$ cat config.mk
export PLATFORM = sky130hd
export DESIGN_NAME = bcd_countdown_timer
export DESIGN_NICKNAME = d
export VERILOG_FILES = /design/src/rtl/bcd_countdown_timer.sv
export SDC_FILE = /design/constraint.sdc
export NUM_CORES = 1
export LEC_CHECK = 0
export BUFFER_PORTS_ARGS = -buffer_cell sky130_fd_sc_hd__buf_4
export CAP_MARGIN = 20
export CORE_MARGIN = 2
export CORE_UTILIZATION = 50
export CTS_BUF_LIST = sky130_fd_sc_hd__clkbuf_4
export DETAILED_ROUTE_END_ITERATION = 10
export GPL_ROUTABILITY_DRIVEN = 0
export PLACE_DENSITY = 0.7
export REMOVE_ABC_BUFFERS = 1
export SLEW_MARGIN = 10
export SYNTH_ARGS = -nofsm -noshare
export SYNTH_HDL_FRONTEND = slang
export SYNTH_SLANG_ARGS = --single-unit
$ cat constraint.sdc
create_clock -name clk -period 5.55 [get_ports clk]
set_input_delay 0.8325 -clock clk [delete_from_list [all_inputs] [get_ports clk]]
set_output_delay 0.8325 -clock clk [all_outputs]
set_load 0.05 [all_outputs]
$ cat src/rtl/bcd_countdown_timer.sv
// Three-digit BCD countdown timer with prescaled one-second ticks, pause,
// leading-zero blanking enables and a single-cycle expiry pulse.
module bcd_countdown_timer #(
  parameter int TICKS_PER_SEC = 50000000
) (
  input  logic        clk,
  input  logic        rst,
  input  logic        load,
  input  logic [11:0] load_val,
  input  logic        start,
  input  logic        pause,
  output logic [3:0]  d2,
  output logic [3:0]  d1,
  output logic [3:0]  d0,
  output logic        en2,
  output logic        en1,
  output logic        en0,
  output logic        running,
  output logic        done
);

  localparam int PW = (TICKS_PER_SEC > 2) ? $clog2(TICKS_PER_SEC) : 1;
  localparam logic [PW-1:0] PMAX = PW'(TICKS_PER_SEC - 1);

  typedef enum logic [1:0] {
    IDLE,
    RUN,
    PAUSED,
    DONE
  } state_t;

  state_t        state_reg, state_next;
  logic [PW-1:0] presc_reg, presc_next;
  logic [11:0]   digits_reg, digits_next;
  logic          done_reg, done_next;
  logic [11:0]   load_clamped;
  logic [11:0]   dec_val;

  // Out-of-range nibbles saturate to 9 so the held value is always valid BCD.
  for (genvar gi = 0; gi < 3; gi++) begin : g_clamp
    assign load_clamped[gi*4 +: 4] =
      (load_val[gi*4 +: 4] > 4'd9) ? 4'd9 : load_val[gi*4 +: 4];
  end

  // BCD decrement with borrow ones -> tens -> hundreds; 000 is held.
  always_comb begin
    dec_val = digits_reg;
    if (digits_reg != 12'h000) begin
      if (digits_reg[3:0] != 4'd0) begin
        dec_val[3:0] = digits_reg[3:0] - 4'd1;
      end else begin
        dec_val[3:0] = 4'd9;
        if (digits_reg[7:4] != 4'd0) begin
          dec_val[7:4] = digits_reg[7:4] - 4'd1;
        end else begin
          dec_val[7:4]  = 4'd9;
          dec_val[11:8] = digits_reg[11:8] - 4'd1;
        end
      end
    end
  end

  always_comb begin
    state_next  = state_reg;
    presc_next  = presc_reg;
    digits_next = digits_reg;
    done_next   = 1'b0;
    if (load) begin
      state_next  = IDLE;
      presc_next  = '0;
      digits_next = load_clamped;
    end else begin
      case (state_reg)
        IDLE: begin
          if (start && (digits_reg != 12'h000)) begin
            state_next = RUN;
            presc_next = '0;
          end
        end
        RUN: begin
          // A tick coinciding with pause is dropped; the prescaler holds.
          if (pause) begin
            state_next = PAUSED;
          end else if (presc_reg == PMAX) begin
            presc_next  = '0;
            digits_next = dec_val;
            if (dec_val == 12'h000) begin
              state_next = DONE;
              done_next  = 1'b1;
            end
          end else begin
            presc_next = presc_reg + PW'(1);
          end
        end
        PAUSED: begin
          if (!pause) begin
            state_next = RUN;
          end
        end
        DONE: begin
          state_next = DONE;
        end
        default: begin
          state_next = IDLE;
        end
      endcase
    end
  end

  always_ff @(posedge clk or negedge rst) begin
    if (!rst) begin
      state_reg  <= IDLE;
      presc_reg  <= '0;
      digits_reg <= 12'h000;
      done_reg   <= 1'b0;
    end else begin
      state_reg  <= state_next;
      presc_reg  <= presc_next;
      digits_reg <= digits_next;
      done_reg   <= done_next;
    end
  end

  assign d2      = digits_reg[11:8];
  assign d1      = digits_reg[7:4];
  assign d0      = digits_reg[3:0];
  assign en0     = 1'b1;
  assign en1     = (digits_reg[11:8] != 4'd0) || (digits_reg[7:4] != 4'd0);
  assign en2     = (digits_reg[11:8] != 4'd0);
  assign running = (state_reg == RUN);
  assign done    = done_reg;

endmodule

==> flow_metrics.py <==
metrics = {
    "synthesis": {
        "synth_top_area_cell": "dfrtp_1",
        "synth_area_leaders": "dfrtp_1 (38%), nor2_1 (5.2%), o21ai_0 (4.1%)",
        "syn_area_mm2": 0.00267,
        "avgSynthCellArea_um2": 8.72,
        "async_flop_share": 1.00,
        "synth-seq-cells": 41,
        "yosysMostFrequentCell": "dfrtp_1",
        "synth_flop_cell": "dfrtp_1",
        "synth_edf_count": 0,
        "yosysTopAreaCellShare": 0.385,
        "syn-instance-count": 306,
        "synthTopCellsByCount": "dfrtp_1 (41), nor2_1 (37), o21ai_0 (22), nand3_1 (18), nand2_1 (17)",
        "yosys_warnings": 0,
        "seq_area_frac_synth": 0.385,
        "synthDistinctLibCells": 62,
    },
    "layout": {
        "drive_above_1_share": 0.168,
        "antenna_cells": 0,
        "largest_register_ffs": 26,
        "n_fill_cell": 477,
        "final_nets": 354,
        "area_delta_synth_final_pct": 12.7,
    },
    "setup_path": {
        "crit_fanout": 23,
        "start_kind": "register",
        "r2r-end": "presc_reg[0]$_DFFE_PN0P_",
        "cp.arrival_ps": 3210,
        "r2r_slack_ps": 2580,
        "reg2reg_from": "digits_reg[8]$_DFFE_PN0P_",
        "critical_path_class": "register to register",
        "crit_end": "presc_reg[0]$_DFFE_PN0P_",
        "rr_worst_depth": 8,
        "cp-startpoint": "digits_reg[8]$_DFFE_PN0P_",
        "required_ps": 5790,
        "end_kind": "register",
    },
    "placed_design": {
        "post-dp-hpwl_um": 4710,
        "port_buffers": 32,
    },
    "run_status": {
        "status": "complete, no violations",
    },
    "floorplanning": {
        "ios": 34,
        "die_h_um": 77.0,
        "dieArea_mm2": 0.00594,
        "die_w_um": 77.0,
        "rows": 26,
        "core_area_mm2": 0.00514,
        "initial_utilization": 0.519,
    },
    "timing": {
        "hold_viol_final": 0,
        "setup_violations": 0,
        "finalCriticalPeriod_ps": 2970,
        "worst-slew-pin-transition_ps": 896,
        "holdWs_ps": 437,
        "grt_setup_unrepaired": "false",
        "finalCritPeriodShare": 0.534,
        "clock.fmax_mhz": 337,
        "finalSetupTns_ps": 0,
        "final.setup_skew_ps": 12.5,
        "relSlewSlack": 0.401,
        "slew_viol_final": 0,
    },
    "global_routing": {
        "grt-ovfl-total": 0,
        "grt_start_max_net_pins": 42,
        "grt_pass1_wl_um": 10900,
        "gr-usage-all-layers": 0.226,
        "antenna_found_initial": 0,
        "grt_pass1_vias": 2305,
    },
    "clock_tree": {
        "cts_buffer_depth": 2,
        "cts_made_buffers": 5,
        "insertion_delay_ps": 350,
        "cts_tree": "yes",
        "clock-sinks": 41,
        "clkTransAtPathRegs_ps": 120,
        "cts_resized": 0,
        "hold_buffers": 0,
        "cts_root_buf": "clkbuf_4",
        "post_cts_buffers": 0,
        "h-tree-depth": 2,
    },
    "power_and_ir_drop": {
        "p_switching_uw": 208,
        "peakVddDrop_mv": 0.116,
        "p_sw_frac": 0.318,
        "seq_power_share": 0.501,
        "power_frac_clock": 0.287,
        "internal-power_uw": 447,
        "p_leak_uw": 0.00126,
        "power.density_mw_per_mm2": 218,
        "p_comb_frac": 0.212,
    },
    "detailed_routing": {
        "drt-initial-drc-count": 128,
        "post_drt_wl_per_cell_um": 15.8,
        "drc": 0,
        "drtAntennaViolNets": 0,
        "via_per_inst": 6.16,
        "dr.pass1.iters": 4,
        "totalWireLength_um": 6370,
        "num_vias": 2487,
    },
    "flow_run": {
        "maxCapViolCount": 0,
    },
    "worst_hold_path": {
        "min_path_type": "input pin to asynchronous set/reset pin",
    },
}
[routing by layer]
metal  vias to the layer above  part of all wire  global-route usage
met2                        76              0.46               0.345
met4                         0             0.024              0.0929
met1                      1186              0.47               0.316
met3                        14             0.051              0.0435
met5                         -                 0                   0
li1                       1211                 -                   -
[worst min path at each step]
stage,from,to,slack (ps)
5_1_grt,rst,digits_reg[0]$_DFFE_PN0P_,460
2_1_floorplan,presc_reg[24]$_DFFE_PN0P_,presc_reg[24]$_DFFE_PN0P_,460
3_5_place_dp,presc_reg[24]$_DFFE_PN0P_,presc_reg[24]$_DFFE_PN0P_,490
3_3_place_gp,presc_reg[24]$_DFFE_PN0P_,presc_reg[24]$_DFFE_PN0P_,480
4_1_cts,rst,digits_reg[0]$_DFFE_PN0P_,450
6_report,rst,digits_reg[9]$_DFFE_PN0P_,440
[stage by stage]
step	std cells	instance area, um2	util	setup WS [ps]	power [uW]
CTS	404	3010	0.585	2580	663
finish	404	3010	0.585	2580	655
floorplan	295	2610	-	2540	422
global placement	397	2930	0.571	2690	471
detailed placement	397	2930	0.571	2590	473
global route	404	3010	0.585	2320	690
[critical path, cell delays in order (launching register included)]
cell and delay (ps):
dfrtp_1 440, inv_1 110, ha_1 170, nor3b_1 300, inv_1 180, o311a_1 440
nor2_2 680, nor2_1 220, mux2_2 320
[power by group through the flow]
stage          combinational (uW)  sequential, uW  clock, uW
5_1_grt                       151             331        208
3_3_place_gp                  137             333          0
4_1_cts                       140             328        195
2_1_floorplan                62.5             359          0
3_5_place_dp                  139             334          0
6_report                      139             328        188
[final cells by class]
type | count | area, um2 | area share
clock buffers | 5 | 37.5 | 0.0125
inverters | 13 | 48.8 | 0.0162
repair buffers | 32 | 240 | 0.0799
clock inverters | 2 | 35.0 | 0.0117
flip-flops and latches | 41 | 1030 | 0.341
multi-input cells | 241 | 1530 | 0.509
well taps | 70 | 87.6 | 0.0291
[placed cells by master, fill, tap and decap left out, types with 3 or more instances in the layout]
| cell type | instances |
|---|---|
| dfrtp_1 | 41 |
| nor2_1 | 37 |
| buf_4 | 32 |
| o21ai_0 | 22 |
| nand3_1 | 18 |
| nand2_1 | 17 |
| inv_1 | 13 |
| nor4_1 | 10 |
| nand4_1 | 10 |
| a21oi_1 | 10 |
| nor3_1 | 7 |
| a21o_1 | 6 |
| nor2b_1 | 5 |
| or4_1 | 5 |
| a31oi_1 | 5 |
| xnor2_1 | 5 |
| xor2_1 | 5 |
| a22o_1 | 5 |
| o21ai_1 | 5 |
| clkbuf_4 | 5 |
| o2111ai_1 | 4 |
| and3_1 | 4 |
| or3_1 | 3 |
| and4_1 | 3 |
| or2_2 | 3 |
| mux2i_1 | 3 |
| a2111oi_0 | 3 |
| mux2_2 | 3 |
| ha_1 | 3 |
[cell families after synthesis]
group / synth area share
adders and majority gates: 0.0141
DFF: 0.385
AOI/OAI and AO/OA: 0.215
xor gates and xnor gates: 0.0328
muxes: 0.0239
other: 0.00141
and+or+nand+nor: 0.287
buffers and inverters: 0.0413
No activity file was read; power rests on OpenSTA's default activity.
